===== config.mk =====
export PLATFORM = sky130hd
export DESIGN_NAME = preg_stage
export DESIGN_NICKNAME = d
export VERILOG_FILES = /design/src/rtl/preg_stage.sv
export SDC_FILE = /design/constraint.sdc
export NUM_CORES = 1
export LEC_CHECK = 0
export ABC_CLOCK_PERIOD_IN_PS = 1700
export BUFFER_PORTS_ARGS = -buffer_cell sky130_fd_sc_hd__buf_2
export CELL_PAD_IN_SITES_DETAIL_PLACEMENT = 1
export CELL_PAD_IN_SITES_GLOBAL_PLACEMENT = 2
export CORE_ASPECT_RATIO = 1.5
export CORE_UTILIZATION = 34
export DETAILED_ROUTE_END_ITERATION = 6
export HOLD_SLACK_MARGIN = 0.12
export PLACE_DENSITY = 0.91
export SETUP_SLACK_MARGIN = 0.1
export SLEW_MARGIN = 5
export SYNTH_ARGS = -nofsm -noshare
export SYNTH_HDL_FRONTEND = slang
export SYNTH_SLANG_ARGS = --single-unit
export TNS_END_PERCENT = 30

===== constraint.sdc =====
create_clock -name i_clk -period 1.7 [get_ports i_clk]
set_input_delay 0.17 -clock i_clk [delete_from_list [all_inputs] [get_ports i_clk]]
set_output_delay 0.17 -clock i_clk [all_outputs]
set_load 0.1 [all_outputs]

===== src/rtl/preg_stage.sv =====
// rtl/preg_stage.sv - parametrised pipeline stage register with optional skid entry and flush
module preg_stage #(
    parameter int CTRL_WIDTH         = 16,
    parameter int DATA_WIDTH         = 64,
    parameter bit SKID               = 1'b1,
    parameter bit ZERO_DATA_ON_FLUSH = 1'b1
) (
    input  logic                  i_clk,
    input  logic                  i_rst_n,
    input  logic                  i_flush,
    input  logic                  i_valid,
    output logic                  o_ready,
    input  logic [CTRL_WIDTH-1:0] i_ctrl,
    input  logic [DATA_WIDTH-1:0] i_data,
    output logic                  o_valid,
    input  logic                  i_ready,
    output logic [CTRL_WIDTH-1:0] o_ctrl,
    output logic [DATA_WIDTH-1:0] o_data,
    output logic [1:0]            o_occupancy
);

    logic                  out_valid;
    logic [CTRL_WIDTH-1:0] out_ctrl;
    logic [DATA_WIDTH-1:0] out_data;
    logic                  skid_valid;
    logic [CTRL_WIDTH-1:0] skid_ctrl;
    logic [DATA_WIDTH-1:0] skid_data;
    logic                  out_free;
    logic                  accept;

    // Handshake: output slot frees when empty or draining; skid mode takes ready from the skid flag only
    always_comb begin
        out_free = ~out_valid | i_ready;
        if (i_flush) begin
            o_ready = 1'b0;
        end else if (SKID) begin
            o_ready = ~skid_valid;
        end else begin
            o_ready = out_free;
        end
        accept = i_valid & o_ready;
    end

    // Output and skid entries: skid beat always moves ahead of any new beat to keep order
    always_ff @(posedge i_clk) begin
        if (!i_rst_n) begin
            out_valid  <= 1'b0;
            out_ctrl   <= '0;
            out_data   <= '0;
            skid_valid <= 1'b0;
            skid_ctrl  <= '0;
            skid_data  <= '0;
        end else if (i_flush) begin
            out_valid  <= 1'b0;
            out_ctrl   <= '0;
            skid_valid <= 1'b0;
            skid_ctrl  <= '0;
            if (ZERO_DATA_ON_FLUSH) begin
                out_data  <= '0;
                skid_data <= '0;
            end
        end else if (out_free) begin
            if (skid_valid) begin
                out_valid  <= 1'b1;
                out_ctrl   <= skid_ctrl;
                out_data   <= skid_data;
                skid_valid <= 1'b0;
                skid_ctrl  <= '0;
                skid_data  <= '0;
            end else if (accept) begin
                out_valid <= 1'b1;
                out_ctrl  <= i_ctrl;
                out_data  <= i_data;
            end else begin
                out_valid <= 1'b0;
            end
        end else if (accept && SKID) begin
            skid_valid <= 1'b1;
            skid_ctrl  <= i_ctrl;
            skid_data  <= i_data;
        end
    end

    // Bubbles carry an all-zero control bundle so they act as NOPs downstream
    always_comb begin
        o_valid     = out_valid;
        o_ctrl      = out_ctrl & {CTRL_WIDTH{out_valid}};
        o_data      = out_data;
        o_occupancy = {1'b0, out_valid} + {1'b0, skid_valid};
    end

endmodule

======== After elaboration in Yosys (flattened, before gate mapping) ========
Cells that the tools add are included.
word-level totals
  bits in registers ....................... 162
  input port bits ......................... 85
  output and inout bits ................... 84
  logic and storage cells ................. 31
cells by class
  add/sub/neg operators ................... 1
  equal/unequal tests ..................... 1
  multiplexer cells ....................... 11
  bitwise logic cells ..................... 6
  reductions and logical operators ........ 6
operators by type and width
  cell                                  count
  two-way mux 64 bit                    4
  two-way mux 16 bit                    4
  bitwise AND 16 bit                    1
  AND reduction 2 bit                   2
  nonzero test 2 bit                    2
  two-way mux 1 bit                     3
  NOT 1 bit                             3
  OR reduction 3 bit                    1
  adder 1 x 1 -> 2 bit                  1
  != test 2 bit, second input constant  1
  OR reduction 2 bit                    1
  bitwise AND 1 bit                     1
  bitwise OR 1 bit                      1

======== Depth between registers and ports, before layout ========
  depth after elaboration ................. 5
  depth in mapped cells ................... 6
  mapped depth without buffers ............ 3

======== Least setup slack after synthesis ========
No wires, ideal clock.
  kind .................................... register -> register
  start point ............................. register skid_valid
  end point ............................... register skid_ctrl[0]
  library setup time ...................... 0.124 ns
  arrival ................................. 2.277 ns
  data required time ...................... 1.576 ns
  setup slack ............................. -0.700 ns
  cell stages (with the launch flop) ...... 6
  buffers on the path ..................... 2
  clock period less this slack ............ 2.400 ns
  cell sequence ........................... dfxtp_1 nor2_1 nand3_1 buf_4 buf_6 mux2i_1
between the ends
  longest elaborated chain between the ends .. 5
  elaborated cells between the ends (all ways) .. 6
  those cells by class .................... 1 x eq/ne; 1 x mux; 2 x bitwise; 2 x reduce/logical
RTL lines
  item                           line  RTL
  start, declared                25    logic skid_valid;
  start signal, assigned         50    skid_valid <= 1'b0;
  start signal, assigned         56    skid_valid <= 1'b0;
  start signal, assigned         67    skid_valid <= 1'b0;
  NOT 1 bit                      37    o_ready = ~skid_valid;
  two-way mux 1 bit              34    if (i_flush) begin
  named net o_ready              12    output logic o_ready,
  bitwise AND 1 bit              41    accept = i_valid & o_ready;
  nonzero test 2 bit (no line)   -
  AND reduction 2 bit (no line)  -
  end signal, assigned           79    skid_ctrl <= i_ctrl;
  end, declared                  26    logic [CTRL_WIDTH-1:0] skid_ctrl;
The timed path passes the listed nets, and every way through them passes these cells.
A chain may end at the register's enable or synchronous reset.

======== Worst setup path in the final report ========
  start point ............................. register skid_valid
  end point ............................... output port o_occupancy[0]
between the ends
  longest elaborated chain between the ends .. 1
RTL lines
  item                  line  RTL
  adder 1 x 1 -> 2 bit  89    o_occupancy = {1'b0, out_valid} + {1'b0, skid_valid};
  end, declared         19    output logic [1:0] o_occupancy
No other way between the ends.

==> flow_summary.json <==
{
  "chipWidth_um": 127,
  "fp.coreArea_um2": 23000,
  "nets": 1127,
  "n_fill_cell": 2604,
  "postLayoutCellArea_um2": 10600,
  "dp_hpwl_um": 13400,
  "drc_errors": 0,
  "cts_made_buffers": 17,
  "root_buffer": "clkbuf_16",
  "seqPwrFrac_pct": 44.6,
  "synth_cells": 829,
  "track_usage_pct": 18.9,
  "synth_seq_cells": 162,
  "pwr-share-clk_pct": 41.4,
  "worst-endpoint-required_ps": 1530,
  "hold_class": "input port to flop",
  "cts_max_path_buffers": 2,
  "finalSetupViolCount": 0,
  "vias": 6749,
  "maxCapViolCount": 0,
  "power.share.combinational_pct": 14.0,
  "place_area_um2": 9100,
  "worstSkewPairLatency_ps": 430,
  "cp-start-kind": "flop",
  "grt_pass1_vias": 7052,
  "rsz0062_at_grt": "true",
  "wl_um": 22100,
  "post-place-cells": 1218,
  "mostFrequentLayoutCells": "240 x nand2_1, 160 x mux2i_1, 160 x dfxtp_1, 149 x buf_2, 82 x dlygate4sd3_1",
  "finalSetupTns_ps": 0,
  "antenna_found_initial": 2,
  "grt_pass1_wl_um": 35700,
  "swShare_pct": 27.6,
  "syn_area_um2": 7940,
  "clkSinkCount": 162,
  "internal_power_mw": 6.29,
  "period_needed_ps": 1580,
  "drt-initial-drc-count": 218,
  "io_pins": 169,
  "yosysSeqAreaShare_pct": 40.8,
  "start_util_pct": 34.6,
  "max_freq_mhz": 632,
  "worstMarginPinSlew_ps": 542,
  "synth.distinct_cells": 20,
  "period_share_pct": 93.1,
  "wl_per_cell_um": 16.6,
  "end_kind": "primary output",
  "die_area_um2": 24000,
  "crit_arrival_ps": 1410,
  "holdWs_ps": 152,
  "crit_type": "flop to primary output",
  "final_cells": 1336,
  "hold_viol": 0,
  "htree_levels": 4,
  "p_sw_mw": 2.40,
  "slew_viol_final": 0,
  "ir_drop_mv": 0.689,
  "die_y_um": 189,
  "p_total_mw": 8.69,
  "skew_ps": 5.88,
  "drtPass1Iterations": 6,
  "postSynthAreaPerCell_um2": 9.58,
  "final_layout_size_suffix_gt1_share_pct": 29.3,
  "core.rowCount": 68,
  "final_common_cell": "nand2_1",
  "synthesis.nets": 915,
  "overflow": 0,
  "grt_start_max_net_pins": 103,
  "power.leakage_nw": 4.98,
  "powerDensity_nw_per_um2": 822,
  "status": "finished clean",
  "io_buffers": 168,
  "cts_tree": "built",
  "worstPathMaxFanout": 10,
  "synth.yosys.warnings": 0,
  "syn_to_final_growth_pct": 33.2,
  "routabilityCongestion": 0.708,
  "ant_nets": 0,
  "avgViaCountPerCell": 5.05,
  "clk_pin_slew_ps": 70,
  "max_slew_margin_pct": 64.1
}
[final timing paths]
| kind | cells after the start | to | startpoint | slack, ps |
|---|---|---|---|---|
| min reg2reg | 2 | out_ctrl[10] | out_ctrl[10] | 450 |
| max | 3 | o_occupancy[0] | skid_valid | 120 |
| min | 4 | o_data[21] | i_flush | 150 |
| max reg2reg | 5 | o_data[49] | skid_valid | 210 |
[cell families (layout without fill, tap and decap cells)]
logic type      Yosys count  after routing  share of synthesized area (%)
flops                   162            162                           40.8
compound gates           83             83                           7.89
other cells               0              2                              0
fa+ha+maj                 1              1                          0.158
mux                     240            240                           31.5
buf+inv                  82            307                           6.62
simple gates            261            261                           13.0
[timing repair]
item,4_1_cts,5_1_grt
endpoints found under the setup margin,19,32
setup buffers,1,1
endpoints found under the hold margin,88,0
hold buffers,82,0
pin swaps,0,1
gates resized for setup,19,9
[state kept, by name, summed over array words and instances, names as in the netlist]
signal,cells
out_ctrl,16
skid_data,64
skid_valid,1
o_valid,1
o_data,64
skid_ctrl,16
[cells in the mapped netlist]
cell type	n	share of area, %
a21o_1	1	0.095
and2_1	16	1.3
and2b_1	1	0.095
buf_2	33	2.1
buf_4	13	1.2
buf_6	17	2.4
clkbuf_1	18	0.85
dfxtp_1	162	41
ha_1	1	0.16
inv_2	1	0.047
mux2_2	80	11
mux2i_1	160	20
nand2_1	240	11
nand2b_1	1	0.079
nand3_1	1	0.063
nor2_1	1	0.047
nor2b_1	1	0.079
o211a_1	1	0.13
o211ai_1	80	7.6
o31a_1	1	0.11
[worst max-delay path, stage by stage, from the launching register on]
cell     delay [ps]
dfxtp_4         340
buf_4           180
ha_4            280
buf_12          160
[metal layers]
metal / track usage (%) / part of all wire [%] / vias up / wire, um
met3: 3.73 / 2.9 / 35 / 632
met4: 8.47 / 2.8 / 0 / 609
li1: - / - / 3288 / -
met2: 35.0 / 53 / 125 / 11600
met1: 20.6 / 42 / 3301 / 9260
met5: 0 / 0 / - / 0
[area by class of cell]
cell class / instances / area [um^2] / area share [%]
Tap cell: 280 / 350 / 3.31
Inverter: 1 / 3.75 / 0.0355
Clock buffer: 22 / 465 / 4.40
Antenna cell: 2 / 5.00 / 0.0473
Multi-Input combinational cell: 585 / 4220 / 39.9
Sequential cell: 162 / 3250 / 30.7
Clock inverter: 10 / 78.8 / 0.745
Timing Repair Buffer: 274 / 2200 / 20.8
[through the flow]
step           setup slack, ps  util, %
2_1_floorplan             -186        -
3_3_place_gp               283     39.6
3_5_place_dp               217     39.6
4_1_cts                   40.1     45.9
5_1_grt                   59.1     46.0
6_report                   117     46.1
[power by group through the flow]
stage | sequential (mW) | clock, mW | combinational (mW)
2_1_floorplan | 4.22 | 0 | 0.491
3_3_place_gp | 3.96 | 0 | 1.05
3_5_place_dp | 3.96 | 0 | 1.06
4_1_cts | 3.87 | 3.73 | 1.21
5_1_grt | 3.88 | 3.87 | 1.29
6_report | 3.88 | 3.60 | 1.22
Power figures use the tool's default switching activity.
